`src/rtl/window_energy_integrator.sv`:
```
// window_energy_integrator
// Accumulates the squared signed samples between int_start/int_stop window markers
// and counts the valid samples, both saturating. On window close the energy sum,
// sample count and saturation flag are published with a one-cycle out_valid strobe.
// Optional feature macro: WINDOW_MEAN_DIV_EN adds a serial restoring divider
// (one quotient bit per cycle) and the out_mean = out_sum / out_count port.
module window_energy_integrator #(
  parameter int DATA_WIDTH = 24,
  parameter int ACC_WIDTH  = 64,
  parameter int REG_WIDTH  = 32
) (
  input  logic                  clk,
  input  logic                  rst,
  input  logic [DATA_WIDTH-1:0] in_data,
  input  logic                  in_data_valid,
  input  logic                  int_start,
  input  logic                  int_stop,
  output logic                  busy,
  output logic                  out_valid,
  output logic [ACC_WIDTH-1:0]  out_sum,
  output logic [REG_WIDTH-1:0]  out_count,
`ifdef WINDOW_MEAN_DIV_EN
  output logic [ACC_WIDTH-1:0]  out_mean,
`endif
  output logic                  out_sat
);

  localparam int SQ_W = 2 * DATA_WIDTH;

`ifdef WINDOW_MEAN_DIV_EN
  localparam int ITER_W = $clog2(ACC_WIDTH);
  typedef enum logic [2:0] {
    StIdle    = 3'd0,
    StAccum   = 3'd1,
    StDivLoad = 3'd2,
    StDivIter = 3'd3,
    StDone    = 3'd4
  } state_t;
`else
  typedef enum logic [2:0] {
    StIdle  = 3'd0,
    StAccum = 3'd1,
    StDone  = 3'd4
  } state_t;
`endif

  state_t                r_state;
  logic [ACC_WIDTH-1:0]  r_acc;
  logic [REG_WIDTH-1:0]  r_cnt;
  logic                  r_sat;

  // Squaring: sign-extend first so the product is formed at full 2*DATA_WIDTH width.
  logic signed [SQ_W-1:0] w_data_ext;
  logic signed [SQ_W-1:0] w_sq_signed;
  logic [ACC_WIDTH-1:0]   w_square;
  assign w_data_ext  = SQ_W'($signed(in_data));
  assign w_sq_signed = w_data_ext * w_data_ext;
  assign w_square    = ACC_WIDTH'($unsigned(w_sq_signed));

  // A window (re)opens either from IDLE or by a restart without a concurrent stop.
  logic w_clear;
  logic w_take;
  assign w_clear = int_start && ((r_state == StIdle) || ((r_state == StAccum) && !int_stop));
  assign w_take  = ((r_state == StIdle) && int_start) || (r_state == StAccum);

  logic [ACC_WIDTH-1:0] w_acc_base;
  logic [REG_WIDTH-1:0] w_cnt_base;
  logic                 w_sat_base;
  assign w_acc_base = w_clear ? '0 : r_acc;
  assign w_cnt_base = w_clear ? '0 : r_cnt;
  assign w_sat_base = w_clear ? 1'b0 : r_sat;

  // Saturating adders: the extra top bit is the overflow indicator.
  logic [ACC_WIDTH:0]   w_acc_sum;
  logic [REG_WIDTH:0]   w_cnt_sum;
  logic [ACC_WIDTH-1:0] w_acc_next;
  logic [REG_WIDTH-1:0] w_cnt_next;
  logic                 w_sat_next;
  assign w_acc_sum  = {1'b0, w_acc_base} + {1'b0, w_square};
  assign w_cnt_sum  = {1'b0, w_cnt_base} + {{REG_WIDTH{1'b0}}, 1'b1};
  assign w_acc_next = !in_data_valid  ? w_acc_base :
                      w_acc_sum[ACC_WIDTH] ? '1 : w_acc_sum[ACC_WIDTH-1:0];
  assign w_cnt_next = !in_data_valid  ? w_cnt_base :
                      w_cnt_sum[REG_WIDTH] ? '1 : w_cnt_sum[REG_WIDTH-1:0];
  assign w_sat_next = w_sat_base |
                      (in_data_valid & (w_acc_sum[ACC_WIDTH] | w_cnt_sum[REG_WIDTH]));

  assign busy = (r_state != StIdle);

`ifdef WINDOW_MEAN_DIV_EN
  logic [ACC_WIDTH-1:0] r_quo;
  logic [ACC_WIDTH-1:0] r_div;
  logic [ACC_WIDTH-1:0] r_rem;
  logic [ITER_W-1:0]    r_iter;

  // Restoring step: shift the next dividend bit (held in r_quo's MSB) into the remainder.
  // A zero divisor always compares true, which yields the all-ones quotient.
  logic [ACC_WIDTH:0]   w_rem_sh;
  logic                 w_rem_ge;
  logic [ACC_WIDTH-1:0] w_rem_new;
  assign w_rem_sh  = {r_rem, r_quo[ACC_WIDTH-1]};
  assign w_rem_ge  = (w_rem_sh >= {1'b0, r_div});
  assign w_rem_new = w_rem_ge ? (w_rem_sh[ACC_WIDTH-1:0] - r_div) : w_rem_sh[ACC_WIDTH-1:0];
`endif

  // Window FSM, accumulator, optional divider and registered result outputs.
  always_ff @(posedge clk) begin
    if (rst) begin
      r_state   <= StIdle;
      r_acc     <= '0;
      r_cnt     <= '0;
      r_sat     <= 1'b0;
      out_valid <= 1'b0;
      out_sum   <= '0;
      out_count <= '0;
      out_sat   <= 1'b0;
`ifdef WINDOW_MEAN_DIV_EN
      r_quo     <= '0;
      r_div     <= '0;
      r_rem     <= '0;
      r_iter    <= '0;
      out_mean  <= '0;
`endif
    end else begin
      out_valid <= 1'b0;
      if (w_take) begin
        r_acc <= w_acc_next;
        r_cnt <= w_cnt_next;
        r_sat <= w_sat_next;
      end
      case (r_state)
        StIdle: begin
          if (int_start) r_state <= StAccum;
        end
        StAccum: begin
`ifdef WINDOW_MEAN_DIV_EN
          if (int_stop) r_state <= StDivLoad;
`else
          if (int_stop) r_state <= StDone;
`endif
        end
`ifdef WINDOW_MEAN_DIV_EN
        StDivLoad: begin
          r_quo  <= r_acc;
          r_div  <= ACC_WIDTH'(r_cnt);
          r_rem  <= '0;
          r_iter <= '0;
          if (r_cnt == '0) r_sat <= 1'b1;
          r_state <= StDivIter;
        end
        StDivIter: begin
          r_rem  <= w_rem_new;
          r_quo  <= {r_quo[ACC_WIDTH-2:0], w_rem_ge};
          r_iter <= r_iter + 1'b1;
          if (r_iter == ITER_W'(ACC_WIDTH - 1)) r_state <= StDone;
        end
`endif
        StDone: begin
          out_sum   <= r_acc;
          out_count <= r_cnt;
          out_sat   <= r_sat;
`ifdef WINDOW_MEAN_DIV_EN
          out_mean  <= r_quo;
`endif
          out_valid <= 1'b1;
          r_state   <= StIdle;
        end
        default: r_state <= StIdle;
      endcase
    end
  end

endmodule

```
`config.mk`:
```
export PLATFORM = sky130hd
export DESIGN_NAME = window_energy_integrator
export DESIGN_NICKNAME = d
export VERILOG_FILES = /design/src/rtl/window_energy_integrator.sv
export SDC_FILE = /design/constraint.sdc
export NUM_CORES = 2
export LEC_CHECK = 0
export ABC_CLOCK_PERIOD_IN_PS = 10270
export BUFFER_PORTS_ARGS = -buffer_cell sky130_fd_sc_hd__buf_4
export CAP_MARGIN = 20
export CORE_ASPECT_RATIO = 1.5
export CORE_MARGIN = 3
export CORE_UTILIZATION = 59
export CTS_CLUSTER_DIAMETER = 30
export CTS_CLUSTER_SIZE = 20
export DETAILED_ROUTE_END_ITERATION = 8
export MAX_ROUTING_LAYER = met4
export PLACE_DENSITY_LB_ADDON = 0.15
export SKIP_LAST_GASP = 1
export SYNTH_ARGS = -nofsm -noshare
export SYNTH_HDL_FRONTEND = slang
export SYNTH_SLANG_ARGS = --single-unit
export TNS_END_PERCENT = 30
```
`constraint.sdc`:
```
create_clock -name clk -period 10.27 [get_ports clk]
set_input_delay 2.054 -clock clk [delete_from_list [all_inputs] [get_ports clk]]
set_output_delay 2.054 -clock clk [all_outputs]
set_load 0.05 [all_outputs]
```
==> impl_metrics.tcl <==
set metrics [dict create \
    status "complete, but fails checks" \
    violations "setup timing" \
    async_flop_share_pct 0 \
    h-tree-depth 4 \
    start_util_pct 60.1 \
    period_minus_slack_ns 10.39 \
    clockRootBuffer "clkbuf_16" \
    post_drt_wl_per_cell_um 18.4 \
    crit_type "primary input to flop" \
    post-route-drc-count 0 \
    routed_wl_um 85300 \
    netlist.area_leader.share_pct 36.9 \
    syn_area_per_cell_um2 8.57 \
    drt_pre_antenna_iters 5 \
    multi_input_area_um2 23600 \
    grt_max_degree 99 \
    antenna_left 0 \
    rows 100 \
    vias_per_cell 5.55 \
    fin_skew_ns 0.0129 \
    maxCapViolations 0 \
    synth_fp_nets 4295 \
    synth_top_area_cell "fa_1" \
    r2r_cells 16 \
    drive_gt1_share_pct 20.2 \
    worstSkewPairLatency_ns 0.45 \
    fp.dieH_um 283 \
    ys_ff_latch 197 \
    rsz0062_at_grt "yes" \
    worst_slew_pin_slew_ns 1.17 \
    startpoint_type "primary input" \
    fmax_mhz 96.3 \
    required_ns 10.65 \
    use_met2_pct 58.8 \
    path_max_fanout 10 \
    die_w_um 190 \
    routabilityCongestion 0.960 \
    synth-edff-count 0 \
    vias 25709 \
    crit_path_frequent_cell "fa_1" \
    cts.clk_slew.worst_paths_ns 0.07 \
    io_pins 128 \
    cpMaxStageDelayCell "fa_1" \
    cts_hold_buffers 0 \
    dp_hpwl_um 70400 \
    met3_usage_pct 3.57 \
    drt_iter0_markers 1321 \
    grt_pass1_vias 27787 \
    core-area_um2 50000 \
    setup_viol 40 \
    cts_buffers 17 \
    hp-class "flop to flop" \
    design.die.area_um2 53800 \
    drv_slew 0 \
    overflow 0 \
    use_met1_pct 37.4 \
    final_util_pct 72.7 \
    io_buffers 127 \
    synth_area_leaders "fa_1, dfxtp_1, inv_1" \
    ys_seq_area_share_pct 13.1 \
    grt_pass1_wl_um 139000 \
    crit_path_end_kind "flop" \
    ys_types 74 \
    layout_setup_ws_ns -0.119 \
    top_usage_layer "met2" \
    fin_crit_sh_pct 101 \
    yosysWarnings 0 \
    hold_violations 0 \
    slowest_delay_ns 0.61 \
    antenna_found_initial 0 \
    nFillCells 3826 \
    grt_usage_pct 33.1 \
    diodes 0 \
    whs_path_depth 2 \
    worstPathArrival_ns 10.77 \
    yosys_most_used_dff "dfxtp_1" \
    timing.slew.headroom_pct 22.0 \
    syn-instance-count 3513 \
    cts_tree "yes" \
    syn_area_um2 30100 \
    area_growth_syn_to_layout_pct 20.9 \
    clock_sinks 197 \
    seq_area_um2 3940 \
    fin_nets 4739 \
    clockBufferDepth 2 \
]
flip-flops by register name, summed over array words and instances (netlist names):
name	count
out_sum	64
r_state	2
r_cnt	32
r_acc	64
out_sat	1
out_valid	1
out_count	32
r_sat	1
placed cells by master, fill, tap and decap left out, types with 14 or more instances in the layout:
cell type  instances
o21bai_1          22
nor3_1            27
xor2_1            33
ha_1             188
nand2b_1          14
nor2_1            99
nand4_1           24
a31oi_1           19
inv_1            675
nand3_1           44
a21oi_2           31
nand2_1          481
buf_4            539
a21oi_1          254
dfxtp_1          197
fa_2              15
and2_1           148
a211oi_1          21
fa_1             540
xnor2_1           75
nor2b_1           26
o21ai_0          107
buf_6             36
and3_1            19
clkbuf_16         21
a21o_1            55
per-stage QoR:
stage               hold slack (ns)  cell area (um^2)  instances  setup slack (ns)  setup TNS [ns]
floorplan                     0.427             30200       3513           0.00223               0
detailed placement            0.447             34700       4572            -0.931          -48.55
finish                        0.457             36400       4632            -0.119           -2.20
global placement              0.444             34700       4572            -0.756          -39.56
global route                  0.471             36400       4632            -0.364          -16.85
CTS                           0.457             35500       4611           -0.0133         -0.0253
cells in the mapped netlist, types with 8 or more instances:
| cell | number |
|---|---|
| buf_2 | 8 |
| a211oi_1 | 27 |
| clkbuf_1 | 141 |
| a22o_1 | 12 |
| nand2_1 | 496 |
| inv_1 | 689 |
| dfxtp_1 | 197 |
| xnor2_1 | 76 |
| o21ai_1 | 8 |
| nor2b_1 | 28 |
| and2_1 | 155 |
| a31oi_1 | 22 |
| o21bai_1 | 23 |
| xor2_1 | 33 |
| o211ai_1 | 9 |
| a21o_1 | 55 |
| nand4_1 | 24 |
| nand3_1 | 45 |
| a21oi_1 | 288 |
| ha_1 | 198 |
| fa_1 | 555 |
| nand2b_1 | 15 |
| o21ai_0 | 117 |
| and3_1 | 22 |
| nor2_1 | 107 |
| nor4_1 | 8 |
| o21a_1 | 9 |
| nor3_1 | 33 |
critical path: cells and delay by family:
| kind | cells | cell delay (ns) |
|---|---|---|
| compound gates | 14 | 2.31 |
| xor+xnor | 1 | 0.15 |
| fa+ha+maj | 9 | 4.01 |
| buf+inv | 8 | 0.83 |
| simple gates | 5 | 1.39 |
logic make-up (layout without fill, tap and decap cells):
kind of cell | count (synthesis) | in the layout | synth area share [%]
AOI/OAI and AO/OA | 633 | 633 | 12.6
xor gates and xnor gates | 109 | 109 | 3.17
adders and majority gates | 753 | 753 | 45.1
buffers and inverters | 855 | 1311 | 10.9
DFF | 197 | 197 | 13.1
muxes | 7 | 7 | 0.237
and+or+nand+nor | 959 | 959 | 14.8
path summary, 6_finish.rpt:
path            endpoint   startpoint  slack (ns)
max            r_acc[55]   in_data[9]       -0.12
min          out_sum[15]  out_sum[15]        0.46
max reg2reg    r_acc[55]   r_state[2]        5.30
min reg2reg  out_sum[15]  out_sum[15]        0.46
timing repair:
action / in CTS / in global routing
setup endpoints to repair: 65 / 65
buffers inserted: 8 / 16
endpoints found under the hold margin: 0 / 0
gates cloned: 0 / 5
pin swaps: 28 / 92
resized for setup: 46 / 174
layer usage:
| metal | wire, um | share of wire (%) |
|---|---|---|
| met4 | 5330 | 6.2 |
| met1 | 31400 | 37 |
| met2 | 44800 | 52 |
| met5 | 0 | 0 |
| met3 | 3770 | 4.4 |
cell type report:
cell class | instances | area share [%]
Tap cell | 663 | 2.28
Sequential cell | 197 | 10.8
Inverter | 689 | 7.15
Clock buffer | 17 | 1.17
Multi-Input combinational cell | 2461 | 65.0
Timing Repair Buffer | 591 | 13.1
Clock inverter | 14 | 0.464
Power is left out: the tool's default activity adds up to more than one toggle a clock period on the data nets, which glitch-free logic cannot reach.
